`src/rtl/wb_bus_arbiter.sv`:
```
// Two-master, single-slave Wishbone classic arbiter.
// Merges the instruction and data buses of the core onto one shared bus.
// Grants are single-transfer and alternate under contention.
// A watchdog aborts transfers that the slave never acknowledges.

package wb_bus_pkg;

  typedef struct packed {
    logic        cyc;
    logic        stb;
    logic        we;
    logic [3:0]  sel;
    logic [31:0] addr;
    logic [31:0] data;
  } WishboneReq_t;

  typedef struct packed {
    logic        ack;
    logic [31:0] data;
  } WishboneRes_t;

  typedef enum logic [1:0] {
    ARB_IDLE    = 2'd0,
    ARB_GRANT_I = 2'd1,
    ARB_GRANT_D = 2'd2
  } arb_state_t;

endpackage

// Handshake: a master requests while cyc & stb are high and holds every
// request field stable until it sees ack in the same cycle; ack completes
// exactly one transfer. Dropping cyc before ack abandons the transfer.
module wb_bus_arbiter
  import wb_bus_pkg::*;
#(
  parameter int unsigned TIMEOUT_CYCLES = 255
) (
  input  logic         clk,
  input  logic         rst,
  input  WishboneReq_t ibus_req,
  output WishboneRes_t ibus_res,
  input  WishboneReq_t dbus_req,
  output WishboneRes_t dbus_res,
  output WishboneReq_t mbus_req,
  input  WishboneRes_t mbus_res,
  output logic         bus_timeout,
  output arb_state_t   state_dbg
);

  localparam logic [15:0] TIMEOUT_VAL = 16'(TIMEOUT_CYCLES);

  arb_state_t   state;
  arb_state_t   state_next;
  logic         last_d;
  logic [15:0]  wdog_cnt;
  logic         req_i;
  logic         req_d;
  logic         timeout_fire;
  WishboneReq_t g_req;
  WishboneRes_t g_res;

  assign req_i     = ibus_req.cyc & ibus_req.stb;
  assign req_d     = dbus_req.cyc & dbus_req.stb;
  assign state_dbg = state;

  // State register, fairness bit and watchdog counter.
  always_ff @(posedge clk or negedge rst) begin
    if (!rst) begin
      state    <= ARB_IDLE;
      last_d   <= 1'b0;
      wdog_cnt <= 16'd0;
    end else begin
      state <= state_next;
      if (state == ARB_IDLE) begin
        // Every grant is preceded by an IDLE cycle, so clearing here
        // starts each grant with a fresh count.
        wdog_cnt <= 16'd0;
        if (state_next == ARB_GRANT_D) begin
          last_d <= 1'b1;
        end else if (state_next == ARB_GRANT_I) begin
          last_d <= 1'b0;
        end
      end else if (!mbus_res.ack) begin
        // The grant ends no later than the cycle the count reaches the
        // limit, so the counter cannot wrap.
        wdog_cnt <= wdog_cnt + 16'd1;
      end
    end
  end

  // Next-state selection and combinational routing of the granted master.
  always_comb begin
    state_next   = state;
    g_req        = '0;
    g_res        = '0;
    mbus_req     = '0;
    ibus_res     = '0;
    dbus_res     = '0;
    bus_timeout  = 1'b0;
    timeout_fire = 1'b0;
    case (state)
      ARB_IDLE: begin
        // Under contention, the master not served last goes next.
        if (req_d && (!req_i || !last_d)) begin
          state_next = ARB_GRANT_D;
        end else if (req_i) begin
          state_next = ARB_GRANT_I;
        end
      end
      ARB_GRANT_I, ARB_GRANT_D: begin
        g_req        = (state == ARB_GRANT_D) ? dbus_req : ibus_req;
        // A slave ack in the limit cycle still completes normally.
        timeout_fire = (wdog_cnt == TIMEOUT_VAL) && !mbus_res.ack;
        mbus_req     = g_req;
        g_res        = mbus_res;
        if (timeout_fire) begin
          mbus_req.cyc = 1'b0;
          mbus_req.stb = 1'b0;
          g_res.ack    = 1'b1;
          g_res.data   = 32'hFFFF_FFFF;
        end
        bus_timeout = timeout_fire;
        if (state == ARB_GRANT_D) begin
          dbus_res = g_res;
        end else begin
          ibus_res = g_res;
        end
        if (mbus_res.ack || !g_req.cyc || timeout_fire) begin
          state_next = ARB_IDLE;
        end
      end
      default: begin
        state_next = ARB_IDLE;
      end
    endcase
  end

endmodule
```
`config.mk`:
```
export PLATFORM = sky130hd
export DESIGN_NAME = wb_bus_arbiter
export DESIGN_NICKNAME = d
export VERILOG_FILES = /design/src/rtl/wb_bus_arbiter.sv
export SDC_FILE = /design/constraint.sdc
export NUM_CORES = 1
export LEC_CHECK = 0
export CAP_MARGIN = 20
export CELL_PAD_IN_SITES_DETAIL_PLACEMENT = 0
export CELL_PAD_IN_SITES_GLOBAL_PLACEMENT = 1
export CORE_ASPECT_RATIO = 0.5
export CORE_MARGIN = 2
export CORE_UTILIZATION = 18
export CTS_BUF_LIST = sky130_fd_sc_hd__clkbuf_4 sky130_fd_sc_hd__clkbuf_8
export CTS_CLUSTER_DIAMETER = 100
export CTS_CLUSTER_SIZE = 14
export DETAILED_ROUTE_END_ITERATION = 10
export GPL_TIMING_DRIVEN = 0
export MAX_ROUTING_LAYER = met4
export PLACE_DENSITY = 0.93
export SYNTH_ARGS = -nofsm -noshare
export SYNTH_HDL_FRONTEND = slang
export SYNTH_SLANG_ARGS = --single-unit
```
`constraint.sdc`:
```
create_clock -name clk -period 2.9 [get_ports clk]
set_input_delay 0.435 -clock clk [delete_from_list [all_inputs] [get_ports clk]]
set_output_delay 0.435 -clock clk [all_outputs]
set_load 0.02 [all_outputs]
```
==> impl_metrics.toml, run 1 <==
[timing]
rsz0062_at_grt = "no"
worst_pin_slew_ns = 0.859
finClkSkew_ns = 0.00124
setup_violations = 0
max_clock_freq_mhz = 362
period_share = 0.953
finalWorstSetupSlack_ns = 0.136
tns_ns = 0
timing_hold_violations_final = 0
slew_viol_final = 0
max_slew_margin = 0.426
min_period_ns = 2.76

[clock_network]
cts_tree = "yes"
clk_latency_ns = 0.26
clock_sinks = 19
cts.path.max_buffers = 2
htree_levels = 1
cts_root_buffer = "clkbuf_8"
cts_buffers = 3
hold_buffers = 0
clk_pin_slew_worst_paths_ns = 0.07

[critical_path]
cp-start-kind = "flip-flop"
rrSetupSlack_ns = 0.42
critPathKind = "flip-flop to output port"
critPathCaptureType = "output port"
crit_slowest_cell = "clkdlybuf4s50_1"
reg2regPathDepth = 9
crit_chain = "inv_1 > ha_1 > clkbuf_4 > buf_2 > nor2b_1 > clkdlybuf4s50_1"
r2r-end = "last_d$_DFFE_PN0P_"
critPathMaxFanout = 10
crit_arrival_ns = 2.33
r2r_start = "state_dbg[0]$_DFF_PN0_"
cp.required_ns = 2.47
critPathMaxStageDelay_ns = 0.63
worstSetupStartpoint = "state_dbg[0]$_DFF_PN0_"

[routing]
drc = 0
ant_nets = 0
num_vias = 3795
viasPerCell = 4.31
wl_per_cell_um = 17.2
first_pass_iters = 4
wirelength_um = 15100
drt_iter0_drc = 97

[power]
p_per_area_nw_per_um2 = 862
irDropWorstVdd_v = 0.000302
total_leakage_power_nw = 2.76

[synth]
syn_nets = 541
synth_area_leaders = "mux2i_1, o21a_1, dfrtp_1, nor2b_1, clkbuf_1"
yosysSeqAreaShare = 0.164
synth_most_common_cell = "nor2b_1"
synth_cells = 359
synth-main-ff-cell = "dfrtp_1"
synthArstFlopShare = 1.00
synth-edff-count = 0
ys_types = 37
yosys_warnings = 0
yosys-top-cells-count = "nor2b_1, mux2i_1, o21a_1"
ys_ff_latch = 19
yosysTopAreaCellShare = 0.245
syn_area_per_cell_um2 = 8.09
synth_area_um2 = 2910
synth.largest_area_cell = "mux2i_1"

[global_route]
grt_usage = 0.164
grt_max_degree = 20
antenna_found_initial = 0
grt.overflow.total = 0
grt_pass1_wl_um = 21500
grt_pass1_vias = 3633

[die]
die_y_um = 93.8
start_util = 0.187
die_x_um = 184
die-area_um2 = 17200
coreArea_um2 = 15600
pin_count = 317
rows = 32

[layout]
register_area_um2 = 477
num_antenna_cells = 0
layout-drive-gt1-share = 0.105
fin_nets = 860
nFillCells = 1554
multi_input_area_um2 = 2280
area_growth_pct = 117

[worst_hold_path]
hp-class = "flip-flop to flip-flop"
holdPathEnd = "last_d$_DFFE_PN0P_"
holdPathStages = 1
hp-start = "last_d$_DFFE_PN0P_"

[placed_design]
routabilityCongestion = 0.848
place_ws_ns = -0.525
place_hpwl_um = 12800
io_buffers = 315

[outcome]
status = "finished clean"

[job]
cap_violations = 0
[area by class of cell]
type	count	area share
Buffer	33	0.0320
Inverter	3	0.00179
Timing Repair Buffer	317	0.481
Clock buffer	3	0.00655
Multi-Input combinational cell	301	0.362
Tap cell	204	0.0405
Clock inverter	1	0.000794
Sequential cell	19	0.0756
[cells in the final DEF (no fill, tap or decap), types with 2 or more instances in the layout]
| cell | instances |
|---|---|
| mux2i_1 | 71 |
| and3_1 | 3 |
| buf_6 | 3 |
| nand2_1 | 5 |
| clkbuf_2 | 32 |
| nand3b_1 | 3 |
| or3_1 | 5 |
| clkbuf_8 | 3 |
| a21oi_1 | 5 |
| o21ai_0 | 4 |
| nand2b_1 | 3 |
| clkbuf_1 | 3 |
| nand3_1 | 9 |
| buf_4 | 7 |
| dlygate4sd2_1 | 42 |
| o21a_1 | 64 |
| nor2b_1 | 75 |
| clkdlybuf4s15_2 | 4 |
| nor3b_1 | 2 |
| clkdlybuf4s50_1 | 232 |
| buf_2 | 9 |
| nor2_1 | 12 |
| inv_1 | 3 |
| dfrtp_1 | 18 |
| nor4_1 | 5 |
| dlymetal6s2s_1 | 13 |
| nand4_1 | 6 |
| ha_1 | 3 |
| clkbuf_4 | 4 |
| xor2_1 | 5 |
| xnor2_1 | 5 |
[routing by layer]
layer | up-vias | global-route usage | part of all wire
li1 | 1896 | - | -
met1 | 1834 | 0.223 | 0.46
met2 | 52 | 0.275 | 0.52
met3 | 13 | 0.00891 | 0.017
met4 | 0 | 0.0293 | 0.011
met5 | - | - | 0
[per-stage QoR]
| stage | util | instances | hold slack, ns | power [mW] | instance area [um^2] |
|---|---|---|---|---|---|
| 2_1_floorplan | - | 359 | 0.139 | 3.07 | 2910 |
| 6_report | 0.405 | 881 | 0.528 | 5.43 | 6300 |
| 4_1_cts | 0.407 | 880 | 0.534 | 5.49 | 6340 |
| 3_5_place_dp | 0.405 | 878 | 0.517 | 5.44 | 6310 |
| 3_3_place_gp | 0.405 | 878 | 0.510 | 5.42 | 6310 |
| 5_1_grt | 0.405 | 881 | 0.559 | 5.75 | 6300 |
[worst max-delay path by stage]
stage                         end  slack (ns)  depth (start not counted)
6_report             mbus_req[12]        0.14                          6
4_1_cts              mbus_req[66]       -0.05                          7
3_5_place_dp          dbus_res[3]       -0.52                          8
5_1_grt              mbus_req[16]       0.002                          6
3_3_place_gp          dbus_res[3]       -0.47                          8
2_1_floorplan  last_d$_DFFE_PN0P_        0.45                          9
[what timing repair did]
action / CTS / global route
gates resized for setup: 117 / 64
setup endpoints to repair: 137 / 75
buffers inserted: 0 / 2
hold endpoints to repair: 0 / 0
pin swaps: 0 / 1
[kinds of logic (layout without fill, tap and decap cells)]
logic type / count (synthesis) / count (layout) / synth area share
AOI/OAI and AO/OA: 78 / 78 / 0.193
xor gates and xnor gates: 10 / 10 / 0.0301
adders and majority gates: 5 / 5 / 0.0215
buffers and inverters: 39 / 357 / 0.0586
DFF: 19 / 19 / 0.164
muxes: 72 / 72 / 0.248
and+or+nand+nor: 136 / 136 / 0.284
[state kept, by name, indices dropped and copies added, names as in the netlist]
register	count
wdog_cnt	16
state_dbg	2
last_d	1
[critical path: cells and delay by family, from the launching register on]
kind / cells / cell delay, ns
fa+ha+maj: 1 / 0.30
buf+inv: 4 / 1.22
flops: 1 / 0.39
simple gates: 1 / 0.16
[where the power goes]
part           total (mW)  internal, mW  leakage (nW)  switching [mW]
Sequential          0.326         0.295         0.260          0.0317
Combinational        4.92          2.29          2.48            2.63
Clock               0.185        0.0956        0.0255          0.0896
Note: power is estimated with default switching activity, not from simulation.
==> run 2, diff against run 1 <==
Settings changed: CTS_BUF_LIST sky130_fd_sc_hd__clkbuf_4 sky130_fd_sc_hd__clkbuf_8 to sky130_fd_sc_hd__clkbuf_8, TNS_END_PERCENT set to 1.
==> run 2 against run 1 <==
The flow now finishes with violations (negative setup slack). Hold slack is essentially flat. Register-to-register slack barely moved. Combinational power barely moved. Via count shrank 0.95%. Flip-flop and latch count unchanged. Critical endpoint is now ibus_res[18]. Highest routed layer unchanged.
==> impl_metrics.toml, run 2 (synthesized netlist as in run 1, its figures left out) <==
[outcome]
status = "finished with violations"
violations = "negative setup slack"

[clock_network]
clock_sinks = 19
htree_levels = 1
cts_tree = "yes"
post-cts-setup-buffers = 0
clk_latency_ns = 0.26
cts_root_buffer = "clkbuf_8"
cts.path.max_buffers = 2
cts_buffers = 3
clk_pin_slew_worst_paths_ns = 0.07

[die]
die-area_um2 = 17200
die_x_um = 184
pin_count = 317
start_util = 0.187
coreArea_um2 = 15600
die_y_um = 93.8
rows = 32

[layout]
largest_register_ff_count = 16
nFillCells = 1556
layout_common_cells = "clkdlybuf4s50_1, nor2b_1, mux2i_1"
num_antenna_cells = 0
layout-drive-gt1-share = 0.0991
fin_nets = 859
layout_commonest_cell = "clkdlybuf4s50_1"
register_area_um2 = 477
multi_input_area_um2 = 2270
regMostFlops = "wdog_cnt"
area_growth_pct = 116

[critical_path]
r2r-end = "last_d$_DFFE_PN0P_"
critPathKind = "flip-flop to output port"
cp.required_ns = 2.47
reg2regPathDepth = 9
crit_chain = "ha_2 > nand2b_1 > nor3_2 > and3_1 > buf_2 > buf_4 > o21a_1 > clkdlybuf4s50_1"
critPathMaxStageDelay_ns = 0.59
critPathMaxFanout = 10
critPathCaptureType = "output port"
crit_slowest_cell = "clkdlybuf4s50_1"
cp-start-kind = "flip-flop"
rrSetupSlack_ns = 0.43
crit_cells = 8
r2r_start = "state_dbg[1]$_DFF_PN0_"
critPathTopFamily = "buffers and inverters"
timing.critical_path.buf_inv = 3
crit_arrival_ns = 2.52

[routing]
wirelength_um = 15100
viasPerCell = 4.27
drt_iter0_drc = 129
first_pass_iters = 4
wl_per_cell_um = 17.1
num_vias = 3759
drc = 0
ant_nets = 0

[timing]
max_slew_margin = 0.428
max_clock_freq_mhz = 338
slew_viol_final = 0
timing_hold_violations_final = 0
period_share = 1.02
finClkSkew_ns = 0.00231
min_period_ns = 2.95
tns_ns = -0.0882
finalWorstSetupSlack_ns = -0.0549
worst_pin_slew_ns = 0.856
setup_violations = 2
rsz0062_at_grt = "yes"

[placed_design]
routabilityCongestion = 0.848
place_hpwl_um = 12800
io_buffers = 315

[power]
p_int_mw = 2.69
power_frac_clock = 0.034
seq_power_share = 0.060
p_per_area_nw_per_um2 = 867
p_switching_mw = 2.75
combPwrFrac = 0.906
total_leakage_power_nw = 2.66
switching_share = 0.505
power_mw = 5.44
irDropWorstVdd_v = 0.000303

[global_route]
grt.overflow.total = 0
grt_max_degree = 20
antenna_found_initial = 0
grt_usage = 0.164
grt_pass1_wl_um = 21500
grt_pass1_vias = 3637

[worst_hold_path]
holdPathEnd = "last_d$_DFFE_PN0P_"
holdPathStages = 1
hp-start = "last_d$_DFFE_PN0P_"
hp-class = "flip-flop to flip-flop"

[job]
cap_violations = 0
-- run 2: cell count changes in the layout (fill, tap and decap cells not counted), moves of 2 or more --
cell | previous run | this run
dlygate4sd2_1 | 42 | 35
clkdlybuf4s50_1 | 232 | 243
buf_2 | 9 | 7
buf_4 | 7 | 5
clkbuf_1 | 3 | 6
dlymetal6s2s_1 | 13 | 9
-- run 2: per-stage QoR --
step | cell area, um^2 | instances | hold slack [ns] | worst slack, ns | util
CTS | 6340 | 880 | 0.534 | -0.0669 | 0.407
finish | 6270 | 880 | 0.528 | -0.0549 | 0.403
global route | 6270 | 880 | 0.559 | -0.183 | 0.403
detailed placement | 6310 | 878 | 0.517 | -0.525 | 0.405
global placement | 6310 | 878 | 0.510 | -0.468 | 0.405
floorplan | 2910 | 359 | 0.139 | 0.451 | -
-- run 2: power groups by stage --
| stage | Clock (mW) | Sequential (mW) | Combinational (mW) |
|---|---|---|---|
| 6_report | 0.186 | 0.325 | 4.93 |
| 2_1_floorplan | 0 | 0.339 | 2.74 |
| 3_3_place_gp | 0 | 0.329 | 5.09 |
| 4_1_cts | 0.194 | 0.325 | 4.99 |
| 5_1_grt | 0.204 | 0.332 | 5.21 |
| 3_5_place_dp | 0 | 0.331 | 5.11 |
-- run 2: metal layers --
metal	GRT usage	vias up	part of all wire
li1	-	1895	-
met1	0.222	1808	0.46
met4	0.0293	0	0.011
met2	0.275	43	0.51
met5	-	-	0
met3	0.00891	13	0.013
-- run 2: worst max-delay path by stage --
stage	startpoint	to
floorplan	state_dbg[0]$_DFF_PN0_	last_d$_DFFE_PN0P_
global placement	state_dbg[1]$_DFF_PN0_	dbus_res[3]
detailed placement	state_dbg[1]$_DFF_PN0_	dbus_res[3]
CTS	wdog_cnt[0]$_DFFE_PN0P_	ibus_res[17]
global route	state_dbg[0]$_DFF_PN0_	ibus_res[18]
finish	wdog_cnt[0]$_DFFE_PN0P_	ibus_res[18]
-- run 2: final cells by class --
type	count	area share
Timing Repair Buffer	315	0.480
Multi-Input combinational cell	301	0.362
Sequential cell	19	0.0760
Tap cell	204	0.0407
Buffer	34	0.0323
Clock buffer	3	0.00658
Inverter	3	0.00179
Clock inverter	1	0.000798
-- run 2: what timing repair did --
item                       in CTS  in global routing
resized for setup             107                 54
hold buffers                    0                  0
hold endpoints to repair        0                  0
setup endpoints to repair     137                 94
==> run 3, diff against run 2 <==
Settings changed: CTS_CLUSTER_SIZE 14 to 28.
==> results of run 3 <==
No change in the layout: final DEF, timing and power equal those of run 2.
